## config.mk

```make
export PLATFORM = sky130hd
export DESIGN_NAME = mem_port_arbiter
export DESIGN_NICKNAME = d
export VERILOG_FILES = /design/src/rtl/cpu_pkg.sv /design/src/rtl/rr_arb2.sv /design/src/rtl/mem_port_arbiter.sv
export SDC_FILE = /design/constraint.sdc
export NUM_CORES = 1
export LEC_CHECK = 0
export BUFFER_PORTS_ARGS = -buffer_cell sky130_fd_sc_hd__buf_2
export CORE_AREA = 2 2 204 206
export DETAILED_ROUTE_END_ITERATION = 7
export DIE_AREA = 0 0 206 208
export HOLD_SLACK_MARGIN = 0.03
export PLACE_DENSITY = 0.32
export SYNTH_ARGS = -nofsm -noshare
export SYNTH_HDL_FRONTEND = slang
export SYNTH_SLANG_ARGS = --single-unit
```

## constraint.sdc

```tcl
create_clock -name clk -period 5.75 [get_ports clk]
set_input_delay 1.15 -clock clk [delete_from_list [all_inputs] [get_ports clk]]
set_output_delay 1.15 -clock clk [all_outputs]
set_load 0.005 [all_outputs]
```

## src/rtl/cpu_pkg.sv

```systemverilog
// Shared CPU-side types: arbiter FSM states, memory-port requester ids and
// the default memory read latency.
package cpu_pkg;

   typedef enum logic {
      IDLE = 1'b0,
      WAIT = 1'b1
   } arb_state_e;

   typedef enum logic {
      FETCH = 1'b0,
      DATA  = 1'b1
   } port_id_e;

   localparam int MEM_LAT_DEFAULT = 2;

endpackage

```

## src/rtl/rr_arb2.sv

```systemverilog
// Two-requester round-robin picker. On a conflict the port not granted last
// wins; the last-grant register only moves when the caller accepts.
module rr_arb2
   import cpu_pkg::*;
(
   input  logic clk,
   input  logic reset,
   input  logic req_fetch_i,
   input  logic req_data_i,
   input  logic accept_i,
   output logic winner_o,
   output logic any_valid_o
);

   port_id_e last_q, last_d;
   port_id_e winner;

   always_comb begin
      winner = FETCH;
      if (req_fetch_i && req_data_i) begin
         winner = (last_q == FETCH) ? DATA : FETCH;
      end else if (req_data_i) begin
         winner = DATA;
      end
      last_d = accept_i ? winner : last_q;
   end

   always_ff @(posedge clk or posedge reset) begin
      if (reset) begin
         last_q <= FETCH;
      end else begin
         last_q <= last_d;
      end
   end

   assign winner_o    = winner;
   assign any_valid_o = req_fetch_i | req_data_i;

endmodule

```

## src/rtl/mem_port_arbiter.sv

```systemverilog
// Shares one fixed-latency memory port between the fetch and data ports,
// with a single outstanding transaction at a time.
module mem_port_arbiter
   import cpu_pkg::*;
#(
   parameter int MEM_LAT = MEM_LAT_DEFAULT
) (
   input  logic        clk,
   input  logic        reset,
   input  logic        if_valid,
   input  logic [63:0] if_addr,
   output logic        if_ready,
   output logic        if_rvalid,
   output logic [63:0] if_rdata,
   input  logic        d_valid,
   input  logic        d_write,
   input  logic [63:0] d_addr,
   input  logic [63:0] d_wdata,
   output logic        d_ready,
   output logic        d_rvalid,
   output logic [63:0] d_rdata,
   output logic        m_en,
   output logic        m_write,
   output logic [63:0] m_addr,
   output logic [63:0] m_wdata,
   input  logic [63:0] m_rdata
);

   arb_state_e state_q, state_d;
   logic [3:0] cnt_q, cnt_d;
   port_id_e   owner_q, owner_d;
   logic       wr_q, wr_d;

   logic       winner_raw;
   logic       any_valid;
   port_id_e   win;
   logic       accept;
   logic       resp;

   rr_arb2 u_rr_arb2 (
      .clk         (clk),
      .reset       (reset),
      .req_fetch_i (if_valid),
      .req_data_i  (d_valid),
      .accept_i    (accept),
      .winner_o    (winner_raw),
      .any_valid_o (any_valid)
   );

   assign win = port_id_e'(winner_raw);

   // Outputs are gated by reset so nothing leaks out while it is held.
   assign accept = (state_q == IDLE) && any_valid && !reset;
   assign resp   = (state_q == WAIT) && (cnt_q <= 4'd1) && !reset;

   always_comb begin
      state_d = state_q;
      cnt_d   = cnt_q;
      owner_d = owner_q;
      wr_d    = wr_q;
      case (state_q)
         IDLE: begin
            if (accept) begin
               state_d = WAIT;
               cnt_d   = 4'(MEM_LAT);
               owner_d = win;
               wr_d    = (win == DATA) && d_write;
            end
         end
         WAIT: begin
            cnt_d = cnt_q - 4'd1;
            if (cnt_q <= 4'd1) begin
               state_d = IDLE;
            end
         end
         default: state_d = IDLE;
      endcase
   end

   always_ff @(posedge clk or posedge reset) begin
      if (reset) begin
         state_q <= IDLE;
         cnt_q   <= 4'd0;
         owner_q <= FETCH;
         wr_q    <= 1'b0;
      end else begin
         state_q <= state_d;
         cnt_q   <= cnt_d;
         owner_q <= owner_d;
         wr_q    <= wr_d;
      end
   end

   assign if_ready = accept && (win == FETCH);
   assign d_ready  = accept && (win == DATA);
   assign m_en     = accept;
   assign m_write  = accept && (win == DATA) && d_write;
   assign m_addr   = !accept ? 64'h0 : ((win == DATA) ? d_addr : if_addr);
   assign m_wdata  = (accept && (win == DATA)) ? d_wdata : 64'h0;

   // Stores are acked with zero data rather than whatever memory returns.
   assign if_rvalid = resp && (owner_q == FETCH);
   assign d_rvalid  = resp && (owner_q == DATA);
   assign if_rdata  = (if_rvalid && !wr_q) ? m_rdata : 64'h0;
   assign d_rdata   = (d_rvalid && !wr_q) ? m_rdata : 64'h0;

endmodule

```

# After elaboration in Yosys (flattened, before gate mapping)

Cells that the tools add are included.

Eq/ne operators: 1
Bitwise logic cells: 4
Muxes and demuxes: 13
Magnitude comparators: 1
Reduce and logical (&&, ||, !) cells: 16
Add/subtract/negate cells: 1

Operators with widths:

| cell                                                | number |
|---|---|
| 2-to-1 mux 64 bit                                   | 5 |
| logical AND 1 bit                                   | 13 |
| case mux 4 bit (2 select lines)                     | 1 |
| 2-to-1 mux 1 bit                                    | 5 |
| <= comparator 4 x 1 -> 1 bit, second input constant | 1 |
| 2-to-1 mux 4 bit                                    | 1 |
| subtractor 4 x 1 -> 4 bit, second input constant    | 1 |
| NOT 1 bit                                           | 3 |
| logical NOT 1 bit                                   | 2 |
| != test 2 bit, second input constant                | 1 |
| case mux 1 bit (2 select lines)                     | 1 |
| AND reduction 2 bit                                 | 1 |
| bitwise OR 1 bit                                    | 1 |

Word-level logic and storage cells: 41
Register bits: 8
Output and inout bits: 262
Bits of input ports: 261

# Depth between registers and ports, before layout

Word-level depth: 6
Depth in mapped cells: 7
Depth with buffers taken out: 5

# By module

Synthesis repeated with hierarchy kept, for this count alone.

Cell total of the unflattened synthesis: 406
Area, all modules: 2,755.1 sq um

By module, submodules not included:

| module           | instances | cells an instance | seq. area each (sq um) | area an instance (sq um) |
|---|---|---|---|---|
| mem_port_arbiter | 1         | 401               | 175.2                  | 2,693.8 |
| rr_arb2          | 1         | 5                 | 25.0                   | 61.3 |

# Worst setup path after synthesis

OpenSTA, ideal clock, no wires.

Path kind: in2out
From: input port reset
To: output port d_rdata[10]
Stages: 4
Data required time: 4,600 ps
Path buffers: 1
Path slack: 2,394 ps
Arrival time: 2,206 ps
Cells stage by stage: or3b_4 -> nor4_4 -> clkbuf_2 -> and2_2

Word-level cells in the longest chain between the ends: 5

Ends and longest elaborated chain:

| item                               | line                    | RTL |
|---|---|---|
| start, declared                    | mem_port_arbiter.sv:9   | `input logic reset,` |
| logical NOT 1 bit (no source line) | -                       |  |
| logical AND 1 bit                  | mem_port_arbiter.sv:54  | `assign resp = (state_q == WAIT) && (cnt_q <= 4'd1) && !reset;` |
| logical AND 1 bit                  | mem_port_arbiter.sv:103 | `assign d_rvalid = resp && (owner_q == DATA);` |
| logical AND 1 bit                  | mem_port_arbiter.sv:105 | `assign d_rdata = (d_rvalid && !wr_q) ? m_rdata : 64'h0;` |
| 2-to-1 mux 64 bit                  | mem_port_arbiter.sv:105 |  |
| end, declared                      | mem_port_arbiter.sv:21  | `output logic [63:0] d_rdata,` |

Every way passes these cells.

# Worst setup path in the final report

From: input port reset
To: output port m_addr[44]

Word-level cells in the longest chain between the ends: 3

Ends and longest elaborated chain:

| item                               | line                   | RTL |
|---|---|---|
| logical NOT 1 bit (no source line) | -                      |  |
| logical AND 1 bit                  | mem_port_arbiter.sv:53 | `assign accept = (state_q == IDLE) && any_valid && !reset;` |
| 2-to-1 mux 64 bit                  | mem_port_arbiter.sv:98 | `assign m_addr = !accept ? 64'h0 : ((win == DATA) ? d_addr : if_addr);` |
| end, declared                      | mem_port_arbiter.sv:24 | `output logic [63:0] m_addr,` |

Every way passes these cells.

==> results.cfg <==
[run_status]
run_status = finished, final reports clean

[setup_path]
cpPeakStageDelay_ns = 0.87
path_max_fanout = 50
cp-end-kind = output port
cp.arrival_ns = 3.04
crit_chain = buf_2, nor2_1, and3_2, buf_4, a22o_1, buf_2
criticalPathCategory = input port to output port
reg2reg_depth = 3
startpoint_type = input port
crit_required_ns = 4.60
crit_top_cell = buf_2
slowest_stage = and3_2

[pwr]
p_leak_nw = 3.58
power.density_nw_per_um2 = 155
power_mw = 0.885
ir_drop_uv = 84.8

[logic_synthesis]
syn_inst = 337
avgSynthCellArea_um2 = 7.32
synth_seq_area_share_pct = 8.12
syn_area_um2 = 2470
synth_area_leader_cell = and2_1
synth_fp_nets = 600
yosysUniqueCellTypes = 28
synth_top_area_share_pct = 33.5
ys_warn_count = 0
yosys_register_bits = 8
synth.area.top_cells = and2_1, a22o_1, and2_2

[clock_network]
cts.sinks = 8
clockBufferDepth = 2
postCtsSetupRepairBufs = 0
clock_latency_ns = 0.23
cts_resized = 0
clk_pin_slew_ns = 0.04
root_buffer = clkbuf_16
h-tree-depth = 1
hold_buffers = 0
numCtsBuffers = 3
cts_tree = built

[timing]
post-route-period-util_pct = 72.9
worstMarginPinSlew_ns = 1.04
rsz0062_at_grt = no
period_needed_ns = 4.19
finalHoldViolations = 0
setup_tns_ns = 0
fmax_mhz = 238
finalMaxSlewViolations = 0
setup_viol = 0
skew_ns = 0.00145
setup_ws_ns = 1.56
slew_headroom_pct = 30.6
fin_hold_ws_ns = 0.498

[routing]
via_count = 4598
drtIter0Drc = 226
dr_wl_met2_um = 12800
wirelength_um = 25100
ant_nets = 0
wl_per_cell_um = 18.3
dr.max_layer_used = met5
viasPerCell = 3.36
met3_length_um = 3400
drt-met1-wl_um = 7950
drc = 0
dr.pass1.iters = 4

[cells_and_area]
finalInstanceArea_um2 = 5730
multiInputGateArea_um2 = 2090
post-route-util_pct = 14.1
syn2layout_area_growth_pct = 132
regArea_um2 = 200
n_fill_cell = 4755
layoutNonFillerInstCount = 1370
drive_above_1_share_pct = 71.7
nets = 1096

[floorplan]
start_util_pct = 6.08
core-area_um2 = 40600
die_y_um = 208
num_rows = 74
io_pins = 523
die_w_um = 206
design.die.area_um2 = 42800

[placement]
port_buffers = 522
hpwlAfterDp_um = 22700
placedInstanceArea_um2 = 5630
gp_congestion = 0.874
dp_slack_ns = 1.59
dp.cells = 1360

[global_route]
grt_pass1_wl_um = 32500
grt_pass1_vias = 4565
grt_usage_pct = 10.7
grt_max_degree = 78
antenna_found_initial = 25
overflow = 0

[flow_run]
max_cap_violations = 0

[worst_hold_path]
hold_depth = 1
hp-class = flip-flop to flip-flop
[cells in the final DEF (no fill, tap or decap), types with 2 or more instances in the layout]
master / synthesis / routed
ha_1: 2 / 2
nor3_1: 2 / 2
and2_2: 61 / 61
o21ai_0: 3 / 3
diode_2: 0 / 7
a21o_1: 2 / 2
dfrtp_1: 8 / 8
a22o_1: 65 / 65
o311ai_0: 2 / 2
nor2_1: 3 / 3
buf_2: 5 / 522
nand2_1: 3 / 3
inv_1: 6 / 6
clkbuf_16: 0 / 3
buf_4: 0 / 3
nor4_4: 2 / 2
and2_1: 132 / 132
[registers in the layout (all words and copies together) (netlist names)]
signal	flops
wr_q	1
state_q	1
u_rr_arb2.last_q	1
cnt_q	4
owner_q	1
[per-layer routing]
metal,up-vias,GRT usage [%]
li1,2135,-
met1,2016,9.78
met2,369,20.5
met3,58,4.78
met4,20,3.69
met5,-,0
[kinds of logic after synthesis]
| logic type | Yosys count | share of synthesized area [%] |
|---|---|---|
| DFF | 8 | 8.12 |
| adders and majority gates | 2 | 1.01 |
| AOI/OAI and AO/OA | 78 | 26.8 |
| and+or+nand+nor | 208 | 56.6 |
| buffers and inverters | 41 | 7.41 |
[Yosys cell counts]
cell type,number
and3_1,2
o21ai_1,1
a21o_1,2
and2_1,132
nor4_4,2
a22o_1,65
o21bai_1,1
or2b_1,1
nor3_1,2
nor2_1,3
and2_2,61
a22oi_1,1
buf_6,1
nand2_1,3
a31o_2,1
buf_2,5
clkbuf_1,12
o41ai_1,1
inv_1,6
o21ai_0,3
clkbuf_2,12
buf_1,5
nand2b_1,1
or3b_4,1
ha_1,2
o311ai_0,2
o211ai_1,1
dfrtp_1,8
[worst paths after layout]
kind,start,endpoint,slack (ns)
max reg2reg,state_q,wr_q,4.03
max in group asynchronous,reset,state_q,4.58
max,reset,m_addr[44],1.56
min reg2reg,u_rr_arb2.last_q,u_rr_arb2.last_q,0.50
min,u_rr_arb2.last_q,u_rr_arb2.last_q,0.50
min in group asynchronous,reset,u_rr_arb2.last_q,0.92
[cell type report]
class / instances / area share, %
multi-input cells: 288 / 36.5
diodes: 7 / 0.306
inverters: 6 / 0.393
flip-flops and latches: 8 / 3.50
repair buffers: 526 / 46.4
clock buffers: 3 / 1.31
well taps: 532 / 11.6
[report_power, final]
| group | switching, mW | internal (mW) |
|---|---|---|
| clock network | 0.0277 | 0.0897 |
| registers | 0.0390 | 0.0840 |
| logic | 0.327 | 0.318 |
[worst max-delay path, delay by kind of cell]
kind,cells,cell delay (ns)
AOI/OAI and AO/OA,1,0.19
buffers and inverters,3,0.61
and+or+nand+nor,2,1.01
Power figures use the tool's default switching activity.
